[config.mk]
export PLATFORM = sky130hd
export DESIGN_NAME = freq_div_ctrl
export DESIGN_NICKNAME = d
export VERILOG_FILES = /design/src/rtl/freq_div_pkg.sv /design/src/rtl/freq_div_chan.sv /design/src/rtl/freq_div_ctrl.sv
export SDC_FILE = /design/constraint.sdc
export NUM_CORES = 1
export LEC_CHECK = 0
export ABC_CLOCK_PERIOD_IN_PS = 5280
export BUFFER_PORTS_ARGS = -buffer_cell sky130_fd_sc_hd__buf_4
export CORE_MARGIN = 2
export CORE_UTILIZATION = 63
export DETAILED_ROUTE_END_ITERATION = 7
export MAX_ROUTING_LAYER = met4
export PLACE_DENSITY_LB_ADDON = 0.2
export SYNTH_ARGS = -nofsm -noshare
export SYNTH_HDL_FRONTEND = slang
export SYNTH_SLANG_ARGS = --single-unit
export TNS_END_PERCENT = 30
[constraint.sdc]
create_clock -name CLK_in -period 5.28 [get_ports CLK_in]
set_input_delay 0.792 -clock CLK_in [delete_from_list [all_inputs] [get_ports CLK_in]]
set_output_delay 0.792 -clock CLK_in [all_outputs]
set_load 0.02 [all_outputs]
[src/rtl/freq_div_pkg.sv]
// Shared constants and types for the multi-channel clock divider.
// Reset half-periods give 50/10/1 MHz outputs from a 100 MHz source clock.
package freq_div_pkg;

  localparam int CNT_W  = 8;
  localparam int NUM_CH = 3;

  localparam int RST_HALF_CH0 = 1;
  localparam int RST_HALF_CH1 = 5;
  localparam int RST_HALF_CH2 = 50;

  typedef enum logic [1:0] {
    STOPPED  = 2'd0,
    RUNNING  = 2'd1,
    DRAINING = 2'd2
  } chan_state_t;

  function automatic int reset_half(input int ch);
    case (ch)
      0:       return RST_HALF_CH0;
      1:       return RST_HALF_CH1;
      2:       return RST_HALF_CH2;
      default: return 1;
    endcase
  endfunction

endpackage

[src/rtl/freq_div_chan.sv]
// One divider channel: half-period counter, output toggle, one-deep update slot
// that is applied only at a falling boundary or while the channel is stopped.
module freq_div_chan
  import freq_div_pkg::*;
#(
  parameter int               CNT_W    = freq_div_pkg::CNT_W,
  parameter logic [CNT_W-1:0] RST_HALF = CNT_W'(1)
) (
  input  logic             clk,
  input  logic             rst_n,
  input  logic             en,
  input  logic             wr,
  input  logic [CNT_W-1:0] wr_half,
  output logic             clk_out,
  output logic             tick,
  output logic             pending
);

  chan_state_t      state_q, state_d;
  logic [CNT_W-1:0] half_q, half_d;
  logic [CNT_W-1:0] cnt_q, cnt_d;
  logic [CNT_W-1:0] slot_q, slot_d;
  logic             clk_q, clk_d;
  logic             tick_q, tick_d;
  logic             pend_q, pend_d;
  logic             wrap;

  assign wrap = (cnt_q == half_q - CNT_W'(1));

  always_comb begin
    state_d = state_q;
    half_d  = half_q;
    cnt_d   = cnt_q;
    slot_d  = slot_q;
    clk_d   = clk_q;
    tick_d  = 1'b0;
    pend_d  = pend_q;

    case (state_q)
      STOPPED: begin
        clk_d = 1'b0;
        cnt_d = '0;
        if (pend_q) begin
          half_d = slot_q;
          pend_d = 1'b0;
        end else if (en && (half_q != '0)) begin
          state_d = RUNNING;
        end
      end

      RUNNING, DRAINING: begin
        if (!clk_q && !en) begin
          state_d = STOPPED;
          cnt_d   = '0;
        end else begin
          // A disable seen during the high phase is latched so the phase still runs full length
          if (clk_q && !en) state_d = DRAINING;
          if (wrap) begin
            cnt_d = '0;
            clk_d = ~clk_q;
            if (clk_q) begin
              if (state_d == DRAINING) state_d = STOPPED;
              if (pend_q) begin
                half_d = slot_q;
                pend_d = 1'b0;
                if (slot_q == '0) state_d = STOPPED;
              end
            end else begin
              tick_d = 1'b1;
            end
          end else begin
            cnt_d = cnt_q + CNT_W'(1);
          end
        end
      end

      default: state_d = STOPPED;
    endcase

    if (wr) begin
      slot_d = wr_half;
      pend_d = 1'b1;
    end
  end

  always_ff @(posedge clk or negedge rst_n) begin
    if (!rst_n) begin
      state_q <= STOPPED;
      half_q  <= RST_HALF;
      cnt_q   <= '0;
      slot_q  <= '0;
      clk_q   <= 1'b0;
      tick_q  <= 1'b0;
      pend_q  <= 1'b0;
    end else begin
      state_q <= state_d;
      half_q  <= half_d;
      cnt_q   <= cnt_d;
      slot_q  <= slot_d;
      clk_q   <= clk_d;
      tick_q  <= tick_d;
      pend_q  <= pend_d;
    end
  end

  assign clk_out = clk_q;
  assign tick    = tick_q;
  assign pending = pend_q;

endmodule

[src/rtl/freq_div_ctrl.sv]
// Multi-channel programmable clock divider: one shared configuration port,
// NUM_CH independent channels and a reset synchronizer for clean release.
module freq_div_ctrl
  import freq_div_pkg::*;
#(
  parameter int CNT_W  = freq_div_pkg::CNT_W,
  parameter int NUM_CH = freq_div_pkg::NUM_CH
) (
  input  logic              CLK_in,
  input  logic              RST_n,
  input  logic              cfg_valid,
  output logic              cfg_ready,
  input  logic [1:0]        cfg_ch,
  input  logic [CNT_W-1:0]  cfg_half,
  input  logic [NUM_CH-1:0] en,
  output logic [NUM_CH-1:0] CLK_out,
  output logic [NUM_CH-1:0] tick,
  output logic [NUM_CH-1:0] pending
);

  logic [1:0]        rst_sync_q, rst_sync_d;
  logic              rst_n_int;
  logic [NUM_CH-1:0] wr_sel;

  // Assertion is immediate; release reaches the channels two edges later
  always_comb begin
    rst_sync_d = {rst_sync_q[0], 1'b1};
  end

  always_ff @(posedge CLK_in or negedge RST_n) begin
    if (!RST_n) rst_sync_q <= '0;
    else        rst_sync_q <= rst_sync_d;
  end

  assign rst_n_int = rst_sync_q[1];

  always_comb begin
    cfg_ready = 1'b0;
    for (int i = 0; i < NUM_CH; i++) begin
      if (int'(cfg_ch) == i) cfg_ready = ~pending[i];
    end
  end

  always_comb begin
    wr_sel = '0;
    for (int i = 0; i < NUM_CH; i++) begin
      wr_sel[i] = cfg_valid && cfg_ready && (int'(cfg_ch) == i);
    end
  end

  for (genvar g = 0; g < NUM_CH; g++) begin : g_chan
    freq_div_chan #(
      .CNT_W    (CNT_W),
      .RST_HALF (CNT_W'(reset_half(g)))
    ) u_chan (
      .clk     (CLK_in),
      .rst_n   (rst_n_int),
      .en      (en[g]),
      .wr      (wr_sel[g]),
      .wr_half (cfg_half),
      .clk_out (CLK_out[g]),
      .tick    (tick[g]),
      .pending (pending[g])
    );
  end

endmodule

### Yosys cells after proc, flatten, opt, wreduce, memory -nomap -nowiden

Cells that the tools add are included.

| operators by class | value |
|---|---|
| bitwise gates (word level) | 6 |
| add/sub/neg operators | 6 |
| equal/unequal tests | 38 |
| mux-type cells | 99 |
| reduce and logical (&&, ||, !) cells | 50 |

Operators by type and width:

| operator | number |
|---|---|
| $mux W8 | 18 |
| $pmux W8 S2 | 6 |
| $mux W2 | 33 |
| $mux W1 | 33 |
| $add A8 B1 Y8 const B | 3 |
| $eq A8 B8 Y1 | 3 |
| $logic_not A8 Y1 | 3 |
| $reduce_and A4 Y1 | 6 |
| $reduce_bool A8 Y1 | 3 |
| $sub A8 B1 Y8 const B | 3 |
| $ne A2 B1 Y1 const B | 9 |
| $ne A3 B1 Y1 const B | 6 |
| $eq A2 B2 Y1 const B | 8 |
| $logic_and A1 B1 Y1 | 13 |
| $ne A2 B2 Y1 const B | 6 |
| $pmux W1 S2 | 6 |
| $pmux W2 S2 | 3 |
| $ne A3 B2 Y1 const B | 3 |
| $reduce_and A3 Y1 | 3 |
| $reduce_bool A3 Y1 | 3 |
| $logic_not A2 Y1 | 4 |
| $eq A2 B1 Y1 const B | 3 |
| $logic_not A1 Y1 | 6 |
| $not A1 Y1 | 6 |
| other kinds (3) | 9 |

| storage, ports and cells | value |
|---|---|
| output and inout port bits | 10 |
| bits of input ports | 16 |
| word-level logic and storage cells | 221 |
| register bits | 89 |

### Logic depth before layout (Yosys ltp)

Gate-level depths: netlist of run 1.

| logic depth | value |
|---|---|
| depth in word-level cells | 13 |
| gate-level depth with buffers | 10 |
| gate-level depth less buffers | 8 |

### By module

A second synthesis of run 1 with hierarchy kept.

| second synthesis, totals | value |
|---|---|
| cells, all modules | 528 |
| area total of the unflattened synthesis | 5293.8 um2 |

Modules (own cells, without submodules):

| module | area an instance (um2) | times used | sequential area each (um2) | cells an instance |
|---|---|---|---|---|
| freq_div_chan at g_chan[2].u_chan | 1856.8 | 1 | 729.4 | 201 |
| freq_div_chan at g_chan[0].u_chan | 1727.9 | 1 | 726.9 | 165 |
| freq_div_chan at g_chan[1].u_chan | 1605.3 | 1 | 728.2 | 152 |
| freq_div_ctrl | 103.8 | 1 | 50.0 | 10 |

### Worst setup path after synthesis of run 1

OpenSTA, ideal clock, no wires.

| timing | value |
|---|---|
| path kind | reg2reg |
| from | reg g_chan[1].u_chan.half_q[0] |
| to | reg g_chan[1].u_chan.half_q[1] |
| cell stages (with the launch flop) | 10 |
| path slack | 2.789 ns |
| data arrival time | 2.366 ns |
| path buffers | 1 |
| clock period less this slack | 2.491 ns |
| setup time | 0.125 ns |
| data required time | 5.155 ns |
| path through | dfstp_2 -> inv_1 -> ha_1 -> xnor3_1 -> nand3_1 -> a211oi_2 -> nand4_2 -> a211o_1 -> buf_6 -> mux2_4 |

| between the ends | value |
|---|---|
| longest elaborated chain between the ends | 4 |

RTL lines:

| item | RTL line | text |
|---|---|---|
| from (decl) | freq_div_chan.sv:20 | `logic [CNT_W-1:0] half_q, half_d;` |
| from (signal assigned) | freq_div_chan.sv:97 | `half_q <= half_d;` |
| $sub A8 B1 Y8 | freq_div_chan.sv:28 | `assign wrap = (cnt_q == half_q - CNT_W'(1));` |
| $eq A8 B8 Y1 | freq_div_chan.sv:28 |  |
| $ne A2 B1 Y1 (no source line) | -- |  |
| $reduce_and A4 Y1 (no source line) | -- |  |

No other way between the ends.
A chain may end at the register's enable or synchronous reset.

### Final worst setup path of run 1

| timing | value |
|---|---|
| from | reg g_chan[2].u_chan.half_q[1] |
| to | reg g_chan[2].u_chan.cnt_q[5] |

| between the ends | value |
|---|---|
| longest elaborated chain between the ends | 5 |

RTL lines:

| item | RTL line | text |
|---|---|---|
| from (decl) | freq_div_chan.sv:20 |  |
| from (signal assigned) | freq_div_chan.sv:97 |  |
| $sub A8 B1 Y8 | freq_div_chan.sv:28 |  |
| $eq A8 B8 Y1 | freq_div_chan.sv:28 |  |
| $mux W8 | freq_div_chan.sv:58 | `if (wrap) begin` |
| $mux W8 | freq_div_chan.sv:52 | `if (!clk_q && !en) begin` |
| $pmux W8 S2 | freq_div_chan.sv:39 | `case (state_q)` |
| to (signal assigned) | freq_div_chan.sv:98 | `cnt_q <= cnt_d;` |
| to (decl) | freq_div_chan.sv:21 | `logic [CNT_W-1:0] cnt_q, cnt_d;` |

No other way between the ends.

==> results of run 1 <==
[worst max-delay path, delay by kind of cell (launching register included)]
family                     cells  cell delay (ns)
AOI/OAI and AO/OA              3             1.29
DFF                            1             0.58
and+or+nand+nor                2             0.46
adders and majority gates      1             0.25
xor gates and xnor gates       1             0.14
buffers and inverters          1             0.09
[per-stage QoR]
| stage | util | instances | area, µm² | power, mW | hold slack [ns] |
|---|---|---|---|---|---|
| floorplan | - | 478 | 5035 | 1.859 | 0.3312 |
| global placement | 0.6762 | 582 | 5225 | 2.010 | 0.3397 |
| detailed placement | 0.6762 | 582 | 5225 | 2.061 | 0.3561 |
| CTS | 0.7034 | 598 | 5435 | 2.581 | 0.1962 |
| global route | 0.7034 | 598 | 5435 | 2.738 | 0.1781 |
| finish | 0.7034 | 598 | 5435 | 2.570 | 0.2093 |
[registers in the layout (all words and copies together), names as in the netlist]
register,count
g_chan.u_chan.cnt_q,24
g_chan.u_chan.half_q,24
g_chan.u_chan.slot_q,24
g_chan.u_chan.state_q,6
g_chan.u_chan.clk_out,3
g_chan.u_chan.pending,3
g_chan.u_chan.tick,3
rst_sync_q,2
[routing by layer]
| metal | routed length [µm] | vias to the layer above | global-route usage |
|---|---|---|---|
| met1 | 4635 | 1855 | 0.3210 |
| li1 | - | 1741 | - |
| met4 | 135 | 0 | 0.07966 |
| met5 | 0 | - | - |
| met2 | 4962 | 56 | 0.3933 |
| met3 | 197 | 13 | 0.04432 |
[power by group through the flow]
| stage | logic [mW] | registers [mW] | clock network [mW] |
|---|---|---|---|
| 2_1_floorplan | 0.796 | 1.06 | 0 |
| 3_3_place_gp | 0.879 | 1.13 | 0 |
| 3_5_place_dp | 0.921 | 1.14 | 0 |
| 4_1_cts | 0.934 | 1.13 | 0.518 |
| 5_1_grt | 1.02 | 1.16 | 0.551 |
| 6_report | 0.934 | 1.13 | 0.503 |
[worst paths after layout]
| check | slack (ns) | endpoint | startpoint | cells after the start |
|---|---|---|---|---|
| setup / recovery | 2.36 | g_chan[2].u_chan.cnt_q[5] | g_chan[2].u_chan.half_q[1] | 8 |
| hold / removal | 0.21 | rst_sync_q[0] | RST_n | 1 |
| setup reg to reg | 2.36 | g_chan[2].u_chan.cnt_q[5] | g_chan[2].u_chan.half_q[1] | 8 |
| hold reg to reg | 0.37 | rst_sync_q[1] | rst_sync_q[0] | 0 |
| max in group asynchronous | 4.03 | g_chan[2].u_chan.slot_q[0] | rst_sync_q[1] | 0 |
| min in group CLK_in | 0.37 | rst_sync_q[1] | rst_sync_q[0] | 0 |
[placed cells by master, fill, tap and decap left out, types with 3 or more instances in the layout]
cell type  instances
nor4_1             5
nor2b_1            5
nand3_1           19
inv_1             24
nand4_1            7
clkinv_2           3
nand3b_1           3
a211o_1            7
o22ai_1            3
nor3_1            16
nor2_1            32
dfrtp_1           82
o21bai_1           3
buf_4             26
mux2_2            32
xnor2_1           22
a21oi_1           10
ha_1              15
clkbuf_8           9
dfstp_2            6
a31oi_1           10
nand2_1           33
or3_1              3
a21o_1             6
o21ai_0           24
mux2_4            16
and3_1             6
xor2_1            10
nor3b_1            4
nand2b_1           7
[cell type report]
cell class	count	area [µm²]
clock inverter	6	82.58
timing repair buffer	26	195.2
fill	558	2292
sequential	89	2238
tap	102	127.6
clock buffer	10	127.6
inverter	24	90.09
multi-input combinational	341	2574
[cells by family after synthesis]
kind of cell    count (synthesis)  synth area share
compound gates                 88            0.1230
xor+xnor                       34           0.06461
fa+ha+maj                      15           0.03728
buf+inv                        48           0.04498
flops                          89            0.4438
mux                            50            0.1233
other cells                     1         0.0007448
simple gates                  153            0.1623
==> impl_metrics.py, run 1 <==
metrics = {
    "setup_path": {
        "max_stage_delay_ns": 0.68,
        "arrival_ns": 3.15,
        "criticalPathCategory": "reg -> reg",
        "cp_data_required_time_ns": 5.51,
        "cp-end-kind": "flip-flop",
        "worstPathCellList": "inv_1 > ha_1 > xnor2_1 > and4b_1 > a41o_1 > o211ai_1 > nand2_1 > o311ai_0",
        "cp-start-kind": "flip-flop",
        "crit_fanout": 12,
        "critical_path.slowest_cell": "o211ai_1",
    },
    "synthesis": {
        "syn_inst": 478,
        "synth-edff-count": 0,
        "synth_most_common_cell": "dfrtp_1",
        "synth_async_sr_flop_share": 1.000,
        "synth_top_area_frac": 0.4125,
        "syn_area_mm2": 0.005035,
        "synthesis.nets": 509,
        "yosys_warnings": 0,
        "syn_avg_cell_area_um2": 10.53,
        "synth-main-ff-cell": "dfrtp_1",
        "synthTopCellsByCount": "dfrtp_1 (83), nand2_1 (33), mux2_2 (32), nor2_1 (32)",
        "ys_ff_latch": 89,
        "synth_cell_types": 62,
        "synth_seq_area_share": 0.4438,
        "yosys.area.top_type": "dfrtp_1",
        "synthTopCellsByArea": "dfrtp_1 (41%), mux2_2 (7.2%), mux2_4 (4.8%)",
    },
    "grt": {
        "grt_overflow": 0,
        "grt_use_total": 0.2459,
        "grt_pass1_wl_mm": 16.50,
        "grt_pass1_vias": 3538,
        "antenna_found_initial": 0,
        "grt_max_degree": 88,
    },
    "sta": {
        "fin_ws_ns": 2.363,
        "tightest_slew_ns": 1.110,
        "setup_viol_count_final": 0,
        "layout_min_cycle_time_ns": 2.917,
        "rsz0062_at_grt": "no",
        "skew_ns": 0.01540,
        "slew_headroom": 0.2601,
        "hold_viol": 0,
        "fin_crit_sh": 0.5524,
        "final.setup.tns_ns": 0,
        "slew_violations": 0,
        "clock.fmax_mhz": 342.8,
    },
    "placement": {
        "dpl_worst_slack_ns": 2.448,
        "dp_hpwl_mm": 7.071,
        "io_buffers": 25,
        "routabilityCongestion": 0.8742,
    },
    "outcome": {
        "run_status": "complete, no violations",
    },
    "clocking": {
        "clockBufferDepth": 2,
        "post_cts_buffers": 0,
        "cts_resized": 0,
        "htree_levels": 3,
        "hold_buffers": 0,
        "cts_buffers": 9,
        "cts_root_buf": "clkbuf_8",
        "cts.sinks": 89,
        "cts_tree": "done",
        "clkTransAtPathRegs_ns": 0.08,
        "clk_latency_ns": 0.35,
    },
    "power_and_ir_drop": {
        "p_seq_frac": 0.441,
        "swShare": 0.3584,
        "p_clk_frac": 0.196,
        "cell_internal_pwr_mw": 1.649,
        "comb_power_share": 0.364,
        "p_sw_mw": 0.9210,
        "leakagePower_nw": 2.373,
        "ir_drop_mv": 0.2879,
        "p_per_area_mw_per_mm2": 472.8,
    },
    "layout": {
        "nets": 522,
        "diodes": 0,
        "drive_above_1_share": 0.2177,
        "synthToLayoutAreaGrowth_pct": 7.952,
    },
    "route": {
        "dr.pass1.iters": 4,
        "ant_nets": 0,
        "vias": 3665,
        "routedWlPerCell_um": 16.61,
        "postRouteWirelength_mm": 9.930,
        "viasPerCell": 6.129,
        "drt-initial-drc-count": 179,
        "drc_errors": 0,
    },
    "flow_run": {
        "maxCapViolCount": 0,
    },
    "hold_path": {
        "hold_class": "in -> async",
    },
    "floorplan": {
        "ios": 26,
        "dieWidth_um": 93.40,
        "die_h_um": 93.40,
        "fp.coreArea_mm2": 0.007727,
        "dieArea_mm2": 0.008723,
        "initial_core_util": 0.6516,
        "rows": 32,
    },
}
Power figures use the tool's default switching activity.
==> run 2: changes to the inputs <==
- ABC_AREA: not set -> 1
- ABC_CLOCK_PERIOD_IN_PS: 5280 -> 2500
- CORE_UTILIZATION: 63 -> 56
- clock period: 5.28 -> 2.5 ns (I/O delays scaled with it)
==> run 2 against run 1 <==
  * Synthesized cell count is 54% higher
  * Sequential power increased by 120%
  * Global-route usage increased by 0.58 points
  * Fmax grew 40%
  * Total power grew to 2.9 times the previous value
  * Critical endpoint is now g_chan[0].u_chan.pending
  * Core utilization shrank 8.3 points
  * First-iteration DRC count grew 41%
  * Critical path type unchanged
==> impl_metrics.py, run 2 <==
metrics = {
    "sta": {
        "slew_headroom": 0.5748,
        "fin_ws_ns": 0.4135,
        "rsz0062_at_grt": "no",
        "slew_violations": 0,
        "clock.fmax_mhz": 479.3,
        "final.setup.tns_ns": 0,
        "hold_viol": 0,
        "hold_ws_ns": 0.2540,
        "skew_ns": 0.01523,
        "setup_viol_count_final": 0,
        "layout_min_cycle_time_ns": 2.087,
        "fin_crit_sh": 0.8346,
        "tightest_slew_ns": 0.6379,
    },
    "layout": {
        "nets": 793,
        "multi_input_area_mm2": 0.002746,
        "top_regs": "g_chan.u_chan.cnt_q: 24 flops, g_chan.u_chan.half_q: 24 flops, g_chan.u_chan.slot_q: 24 flops",
        "synthToLayoutAreaGrowth_pct": 9.480,
        "final_common_cell": "nand2_1",
        "seq_area_mm2": 0.002238,
        "diodes": 0,
        "layout_common_cells": "nand2_1 (236), inv_1 (98), dfrtp_1 (82), nor2_1 (52), nand3_1 (44)",
        "fin_area_mm2": 0.005982,
        "fill_cells": 906,
        "drive_above_1_share": 0.1173,
    },
    "synthesis": {
        "synthTopCellsByArea": "dfrtp_1 (38%), nand2_1 (16%), inv_1 (6.7%)",
        "synth_top_area_frac": 0.3801,
        "ys_ff_latch": 89,
        "synthesis.nets": 769,
        "synth_async_sr_flop_share": 1.000,
        "yosys_warnings": 0,
        "synth_cell_types": 35,
        "syn_area_mm2": 0.005464,
        "synthTopCellsByCount": "nand2_1 (236), inv_1 (98), dfrtp_1 (83)",
        "synth-edff-count": 0,
        "yosys.area.top_type": "dfrtp_1",
        "synth_seq_area_share": 0.4090,
        "syn_inst": 738,
        "synth-main-ff-cell": "dfrtp_1",
        "synth_most_common_cell": "nand2_1",
        "syn_avg_cell_area_um2": 7.404,
    },
    "setup_path": {
        "cp-start-kind": "flip-flop",
        "arrival_ns": 2.34,
        "criticalPathCategory": "reg -> reg",
        "cp_data_required_time_ns": 2.75,
        "reg2reg_depth": 14,
        "reg2reg_slack_ns": 0.41,
        "cp-end-kind": "flip-flop",
        "crit_fanout": 5,
        "r2r_start": "g_chan[0].u_chan.half_q[0]",
        "r2r_end": "g_chan[0].u_chan.pending",
    },
    "clocking": {
        "cts_buffers": 9,
        "cts.sinks": 89,
        "post_cts_buffers": 0,
        "cts_tree": "done",
        "clockBufferDepth": 2,
        "htree_levels": 3,
        "cts_root_buf": "clkbuf_8",
        "clk_latency_ns": 0.39,
        "cts_resized": 0,
        "clkTransAtPathRegs_ns": 0.09,
        "hold_buffers": 1,
    },
    "route": {
        "drt-initial-drc-count": 253,
        "viasPerCell": 5.192,
        "postRouteWirelength_mm": 11.69,
        "ant_nets": 0,
        "routedWlPerCell_um": 12.99,
        "dr.pass1.iters": 5,
        "vias": 4673,
        "drc_errors": 0,
    },
    "floorplan": {
        "dieWidth_um": 102.8,
        "die_h_um": 102.8,
        "fp.coreArea_mm2": 0.009639,
        "initial_core_util": 0.5668,
        "rows": 36,
        "dieArea_mm2": 0.01056,
        "ios": 26,
    },
    "grt": {
        "grt_use_total": 0.2517,
        "antenna_found_initial": 0,
        "grt_pass1_vias": 4393,
        "grt_pass1_wl_mm": 20.03,
        "grt_max_degree": 49,
        "grt_overflow": 0,
    },
    "outcome": {
        "run_status": "complete, no violations",
    },
    "placement": {
        "dpl_worst_slack_ns": 0.4212,
        "place_area_mm2": 0.005749,
        "routabilityCongestion": 0.9928,
        "dp_hpwl_mm": 9.144,
        "io_buffers": 25,
    },
    "power_and_ir_drop": {
        "p_per_area_mw_per_mm2": 1230,
        "leakagePower_nw": 3.064,
        "ir_drop_mv": 0.8472,
    },
    "hold_path": {
        "hold_class": "in -> reg",
        "hold_start": "en[0]",
        "holdPathEnd": "g_chan[0].u_chan.tick",
        "hold_depth": 3,
    },
    "flow_run": {
        "maxCapViolCount": 0,
    },
}
run 2: final cells by class:
type / instances / area share
multi-input cells: 532 / 0.4591
flip-flops and latches: 89 / 0.3742
inverters: 102 / 0.06400
repair buffers: 28 / 0.03765
well taps: 133 / 0.02782
clock buffers: 9 / 0.02071
clock inverters: 7 / 0.01652
run 2: cells by family (layout without fill, tap and decap cells):
family | Yosys count | after routing | synth area share
AND/OR/NAND/NOR | 414 | 414 | 0.3453
buffers and inverters | 117 | 146 | 0.08839
flip-flops | 89 | 89 | 0.4090
AO/OA/AOI/OAI | 78 | 78 | 0.08381
XOR/XNOR | 24 | 24 | 0.03847
adder cells (fa/ha/maj) | 15 | 15 | 0.03435
other | 1 | 1 | 0.0006863
run 2: how the worst max path moves through the flow:
stage | start | end | cells past startpoint
after floorplan | g_chan[1].u_chan.half_q[0] | g_chan[1].u_chan.half_q[1] | 14
after global placement | g_chan[0].u_chan.half_q[0] | g_chan[0].u_chan.pending | 14
after detailed placement | g_chan[1].u_chan.half_q[0] | g_chan[1].u_chan.half_q[7] | 14
after CTS | g_chan[1].u_chan.half_q[0] | g_chan[1].u_chan.half_q[7] | 14
after global routing | g_chan[0].u_chan.half_q[0] | g_chan[0].u_chan.state_q[0] | 15
final | g_chan[0].u_chan.half_q[0] | g_chan[0].u_chan.pending | 14
run 2: critical path, stage by stage, from the launching register on:
cell and delay [ns]:
dfstp_2 0.58, inv_2 0.07, ha_1 0.24, nand2_1 0.13
nor2_2 0.06, nand3_1 0.07, nand2_1 0.10, inv_2 0.06
nand2_1 0.05, nor2_2 0.12, nand2_4 0.10, nand2_4 0.09
nand2_1 0.07, nor2_1 0.15, o21ai_1 0.08
run 2: report_power, final:
part	switching (mW)	internal, mW
sequential	0.548	1.92
combinational	2.43	1.33
clock	0.543	0.573
run 2: layer usage:
layer | track usage | share of wire | wire (µm) | vias to the layer above
met5 | - | 0 | 0 | -
met3 | 0.05017 | 0.036 | 418 | 12
met1 | 0.3364 | 0.48 | 5645 | 2161
met4 | 0.07389 | 0.012 | 142 | 0
met2 | 0.3927 | 0.47 | 5480 | 94
li1 | - | - | - | 2406
run 2: stage by stage:
step           instances  utilization  total power, mW
2_1_floorplan        738            -            5.431
3_3_place_gp         883       0.5964            6.074
3_5_place_dp         883       0.5964            6.225
4_1_cts              900       0.6206            7.363
5_1_grt              900       0.6206            8.046
6_report             900       0.6206            7.355
